==> config.mk <==
export PLATFORM = sky130hd
export DESIGN_NAME = demux4_dispatch
export DESIGN_NICKNAME = d
export VERILOG_FILES = /design/src/rtl/demux4_dispatch.sv
export SDC_FILE = /design/constraint.sdc
export NUM_CORES = 1
export LEC_CHECK = 0
export ABC_AREA = 1
export CAP_MARGIN = 20
export CORE_UTILIZATION = 61
export DETAILED_ROUTE_END_ITERATION = 7
export DONT_BUFFER_PORTS = 1
export PLACE_DENSITY = 0.77
export SYNTH_ARGS = -nofsm -noshare
export SYNTH_HDL_FRONTEND = slang
export SYNTH_SLANG_ARGS = --single-unit
==> constraint.sdc <==
create_clock -name clk -period 1.8 [get_ports clk]
set_clock_uncertainty 0.15 [all_clocks]
set_input_delay 0.36 -clock clk [delete_from_list [all_inputs] [get_ports clk]]
set_output_delay 0.36 -clock clk [all_outputs]
set_load 0.1 [all_outputs]
==> src/rtl/demux4_dispatch.sv <==
// demux4_dispatch: routes words from one valid/ready stream to one of four
// channels, chosen by an explicit destination or a round-robin pointer.
// A single holding register absorbs per-channel backpressure, and a stall
// timer lets round-robin words move on from a channel that stays blocked.
module demux4_dispatch #(
  parameter int unsigned DW      = 8,
  parameter int unsigned TIMEOUT = 16
) (
  input  logic          clk,
  input  logic          rst_n,
  input  logic          in_valid,
  output logic          in_ready,
  input  logic [DW-1:0] in_data,
  input  logic [1:0]    in_dest,
  input  logic          mode,
  output logic [3:0]    out_valid,
  input  logic [3:0]    out_ready,
  output logic [DW-1:0] out_data,
  output logic [1:0]    sel,
  output logic          busy,
  output logic          timeout
);

  typedef enum logic {
    IDLE = 1'b0,
    HOLD = 1'b1
  } state_t;

  // The timer is compiled out when TIMEOUT is zero; WAIT_LAST is the count
  // value on which the stall timer expires.
  localparam bit         TIMER_ON  = (TIMEOUT != 0);
  localparam logic [7:0] WAIT_LAST = (TIMEOUT == 0) ? 8'd0 : 8'(TIMEOUT - 1);

  state_t          state_q, state_d;
  logic [DW-1:0]   data_q, data_d;
  logic [1:0]      sel_q, sel_d;
  logic            mode_q, mode_d;
  logic [1:0]      rr_ptr_q, rr_ptr_d;
  logic [7:0]      wait_cnt_q, wait_cnt_d;

  logic            holding;
  logic            deliver;
  logic            accept;
  logic            expire;

  // Handshake and timer events; in_ready is combinational from out_ready so
  // a word can leave and another arrive in the same cycle.
  always_comb begin
    holding  = (state_q == HOLD);
    deliver  = holding && out_ready[sel_q];
    in_ready = !holding || deliver;
    accept   = in_valid && in_ready;
    expire   = TIMER_ON && holding && !deliver && (wait_cnt_q == WAIT_LAST);
  end

  // Next-state logic: an accept reloads the holder (even while delivering),
  // delivery alone empties it, and expiry restarts the timer and retargets
  // round-robin words to the next channel.
  always_comb begin
    state_d    = state_q;
    data_d     = data_q;
    sel_d      = sel_q;
    mode_d     = mode_q;
    rr_ptr_d   = rr_ptr_q;
    wait_cnt_d = wait_cnt_q;

    if (accept) begin
      state_d    = HOLD;
      data_d     = in_data;
      sel_d      = mode ? rr_ptr_q : in_dest;
      mode_d     = mode;
      wait_cnt_d = 8'd0;
      if (mode) begin
        rr_ptr_d = rr_ptr_q + 2'd1;
      end
    end else if (deliver) begin
      state_d = IDLE;
    end else if (expire) begin
      wait_cnt_d = 8'd0;
      if (mode_q) begin
        sel_d = sel_q + 2'd1;
      end
    end else if (holding && TIMER_ON) begin
      wait_cnt_d = wait_cnt_q + 8'd1;
    end
  end

  // State register; reset discards any held word immediately.
  always_ff @(posedge clk or negedge rst_n) begin
    if (!rst_n) begin
      state_q    <= IDLE;
      data_q     <= '0;
      sel_q      <= 2'd0;
      mode_q     <= 1'b0;
      rr_ptr_q   <= 2'd0;
      wait_cnt_q <= 8'd0;
    end else begin
      state_q    <= state_d;
      data_q     <= data_d;
      sel_q      <= sel_d;
      mode_q     <= mode_d;
      rr_ptr_q   <= rr_ptr_d;
      wait_cnt_q <= wait_cnt_d;
    end
  end

  // Output decode: one-hot valid for the targeted channel while holding.
  always_comb begin
    out_valid = holding ? (4'b0001 << sel_q) : 4'b0000;
    out_data  = data_q;
    sel       = sel_q;
    busy      = holding;
    timeout   = expire;
  end

endmodule

==> results of run 1 <==
kinds of logic after synthesis:
logic type / Yosys count
AOI/OAI and AO/OA: 12
buffers and inverters: 18
DFF: 22
and+or+nand+nor: 82
xor gates and xnor gates: 6
adders and majority gates: 5
per-stage QoR:
| step | worst slack, ps | utilization | cells |
|---|---|---|---|
| 3_5_place_dp | 58.1 | 0.812 | 187 |
| 2_1_floorplan | -457 | - | 145 |
| 4_1_cts | -193 | 0.916 | 202 |
| 3_3_place_gp | 99.6 | 0.812 | 187 |
timing repair:
action | in CTS
endpoints found under the setup margin | 6
gates resized for setup | 19
pin swaps | 8
hold buffers | 1
endpoints found under the hold margin | 22
setup buffers | 10
==> reports/results.ini, run 1 <==
[status]
run_status=aborted with a tool error
lastStage=global routing
error=[ERROR DPL-0033] detailed placement checks failed during check placement.

[yosys]
synthMuxAreaShare=0
synthAdderAreaFrac=0.0538
synth-xor-area-share=0.0452
synth_area_leaders=dfrtp_1 (47%), nand2_1 (16%), nand3_1 (8.2%), ha_1 (5.4%), inv_1 (4.2%)
yosys.area_share.simple=0.308
syn-instance-count=145
ys.flop_type=dfrtp_1
synth_nets=168
yosysSeqAreaShare=0.474
synthesis.area_sq_mm=0.00116
synth_compound_area_frac=0.0538
ys.warnings.count=0
yosys.area.top_type=dfrtp_1
synth_common_cells=nand2_1 (48), dfrtp_1 (22), nand3_1 (19), inv_1 (13)
yosysMostFrequentCell=nand2_1
synth_top_area_share=0.474
syn_area_per_cell_sq_um=8.02
yosysUniqueCellTypes=19
async_flop_share=1.00
ys_ff_latch=22
synth_top_family_by_area=simple AND/OR/NAND/NOR gates
synth_edf_count=0

[clock_network]
clock_sinks=22
clk_path_buf_depth=2
ctsRootBufferMaster=clkbuf_4
htreeDepth=1
numCtsBuffers=3

[placement]
portBuffers=0
hpwl_mm=1.82
place_area_sq_mm=0.00143
place_congestion=0.864

[grt]
grt_max_degree=23
antenna_found_initial=0

[sta]
worstEndpointType=top-level output
crit_endpoint=timeout

[floorplanning]
start_util=0.659
die_x_um=45.7
die_y_um=45.7
num_io_pins=35
rows=15

==> run 2: changes to the inputs <==
Settings changed: CORE_AREA set to 2 2 63 65, CORE_UTILIZATION 61 to unset, DIE_AREA set to 0 0 65 67, PLACE_DENSITY 0.77 to unset, PLACE_DENSITY_LB_ADDON set to 0.15.
==> run 2 against run 1 <==
Synthesized cell count stayed put; the flow now finishes, with violations (setup timing); area after synthesis unchanged.
==> reports/results.ini, run 2 <==
[floorplanning]
die_y_um=67  ; +47%
start_util=0.322  ; -0.337
dieArea_sq_mm=0.00436
core_sq_mm=0.00361
die_x_um=65  ; +42%
rows=22  ; +7
num_io_pins=35  ; unchanged

[yosys]
async_flop_share=1.00  ; unchanged
synth_nets=168  ; unchanged
ys.warnings.count=0  ; unchanged
ys.flop_type=dfrtp_1
synthMuxAreaShare=0  ; unchanged
synth-xor-area-share=0.0452  ; unchanged
yosysSeqAreaShare=0.474  ; unchanged
ys_ff_latch=22  ; unchanged
yosys.area_share.simple=0.308  ; unchanged
syn_area_per_cell_sq_um=8.02  ; unchanged
yosysMostFrequentCell=nand2_1
synth_top_area_share=0.474  ; unchanged
synth_edf_count=0  ; unchanged
yosysUniqueCellTypes=19  ; unchanged
synth_compound_area_frac=0.0538  ; unchanged
yosys.area.top_type=dfrtp_1
synthAdderAreaFrac=0.0538  ; unchanged
syn-instance-count=145  ; unchanged
synth_common_cells=nand2_1 (48), dfrtp_1 (22), nand3_1 (19), inv_1 (13)
synth_area_leaders=dfrtp_1 (47%), nand2_1 (16%), nand3_1 (8.2%), ha_1 (5.4%), inv_1 (4.2%)
synthesis.area_sq_mm=0.00116  ; unchanged
synth_top_family_by_area=simple AND/OR/NAND/NOR gates

[routing]
wirelength_mm=2.86
drc=0
wl_per_cell_um=12.6
vias=1057
ant_nets=0
first_iter_violations=56
drt-vias-per-instance=4.66
dr.pass1.iters=4

[placement]
portBuffers=0  ; unchanged
hpwl_mm=2.02  ; +11%
place_congestion=0.826  ; -4.5%
dp_worst_setup_slack_ps=-12.9  ; -71.1 ps

[sta]
hold_viol=0
max_freq_mhz=517
finalCritPeriodShare=1.07
period_needed_ps=1930
setup_violations=6
tightest_slew_ps=293
rsz0062_at_grt=true
setup_slack_ps=-133
drv_slew=0
relSlewSlack=0.805
setup_tns_ps=-534

[grt]
antenna_found_initial=0
globalRoute.totalOverflow=0
grtUsageTotal=0.147
grt_pass1_wl_mm=4.83
grt_max_degree=23
grt_pass1_vias=1070

[layout]
layout_common_cells=nand2_1 (45), buf_4 (24), dfrtp_1 (17), nand3_1 (16), o21ai_0 (8)
syn_to_final_growth_pct=48.2
utilization=0.478
final_nets=203
antennaDiodeCount=0
drive_gt1_frac=0.358
final_common_cell=nand2_1

[setup_path]
worstPathMaxFanout=7
cp-end-kind=output port
critPathKind=reg2out
start_kind=register
cp.required_ps=1290
cp_data_arrival_time_ps=1420

[clock_network]
numCtsBuffers=3  ; unchanged
cts_tree=done
clock_sinks=22  ; unchanged
insertion_delay_ps=260
ctsRootBufferMaster=clkbuf_8
htreeDepth=1  ; unchanged
clk_path_buf_depth=2  ; unchanged
path_clk_slew_ps=80

[status]
violations=setup timing
run_status=finished, violations left

[hold_path]
hold_class=in2reg

[run]
cap_violations=0

==> run 2: cell counts after synthesis <==
Identical to the previous run, type by type.
==> run 2: final timing paths <==
kind	from	endpoint	slack [ps]	depth (start not counted)
worst max-delay path	sel[0]$_DFFE_PN0P_	timeout	-130	6
worst min-delay path	in_data[1]	out_data[1]$_DFFE_PN0N_	80	2
worst max register to register	sel[0]$_DFFE_PN0P_	out_data[6]$_DFFE_PN0N_	50	9
worst min register to register	mode_q$_DFFE_PN0N_	mode_q$_DFFE_PN0N_	330	2
max in group asynchronous	rst_n	sel[1]$_DFFE_PN0P_	890	2
min in group asynchronous	rst_n	busy$_DFFE_PN0P_	230	1
==> run 2: kinds of logic after synthesis <==
group,count (synthesis)
AND/OR/NAND/NOR,82
flip-flops,22
buffers and inverters,18
AO/OA/AOI/OAI,12
XOR/XNOR,6
adder cells (fa/ha/maj),5
==> run 2: metrics by stage <==
step | area (sq um) | hold slack [ps] | instances
global placement | 1450 | -84.9 | 208
finish | 1720 | 82.7 | 227
detailed placement | 1450 | -85.0 | 208
CTS | 1640 | 77.4 | 224
floorplan | 1210 | -85.6 | 145
global route | 1720 | 86.7 | 227
==> run 2: cell type report <==
| type | instances | area, sq um |
|---|---|---|
| multi-input combinational | 105 | 599 |
| clock buffer | 4 | 55.1 |
| tap | 48 | 60.1 |
| timing repair buffer | 33 | 370 |
| fill | 377 | 1880 |
| sequential | 22 | 562 |
| inverter | 15 | 76.3 |
==> run 2: repair_timing <==
| item | in CTS | in global routing |
|---|---|---|
| endpoints found under the setup margin | 6 | 20 |
| pin swaps | 4 | 3 |
| hold buffers | 1 | 0 |
| gates resized for setup | 6 | 12 |
| hold endpoints to repair | 22 | 0 |
| gates cloned | 1 | 0 |
| buffers inserted | 10 | 2 |
==> run 2: per-layer routing <==
layer | global-route usage | vias to the layer above | routed length, um
met5 | 0 | - | 0
met4 | 0.0479 | 0 | 22
met3 | 0.0287 | 2 | 192
met2 | 0.259 | 29 | 1390
met1 | 0.180 | 497 | 1250
li1 | - | 529 | -
==> run 2: critical path: stages, from the launching register on <==
cell	delay, ps
dfrtp_4	530
nand2_1	90
nand3_2	80
nand2_2	90
nand2_4	70
nor2_4	110
buf_12	180
Power of run 2 is not shown: default switching activity piles up to over one toggle a cycle in this logic, so the estimate is an artifact.
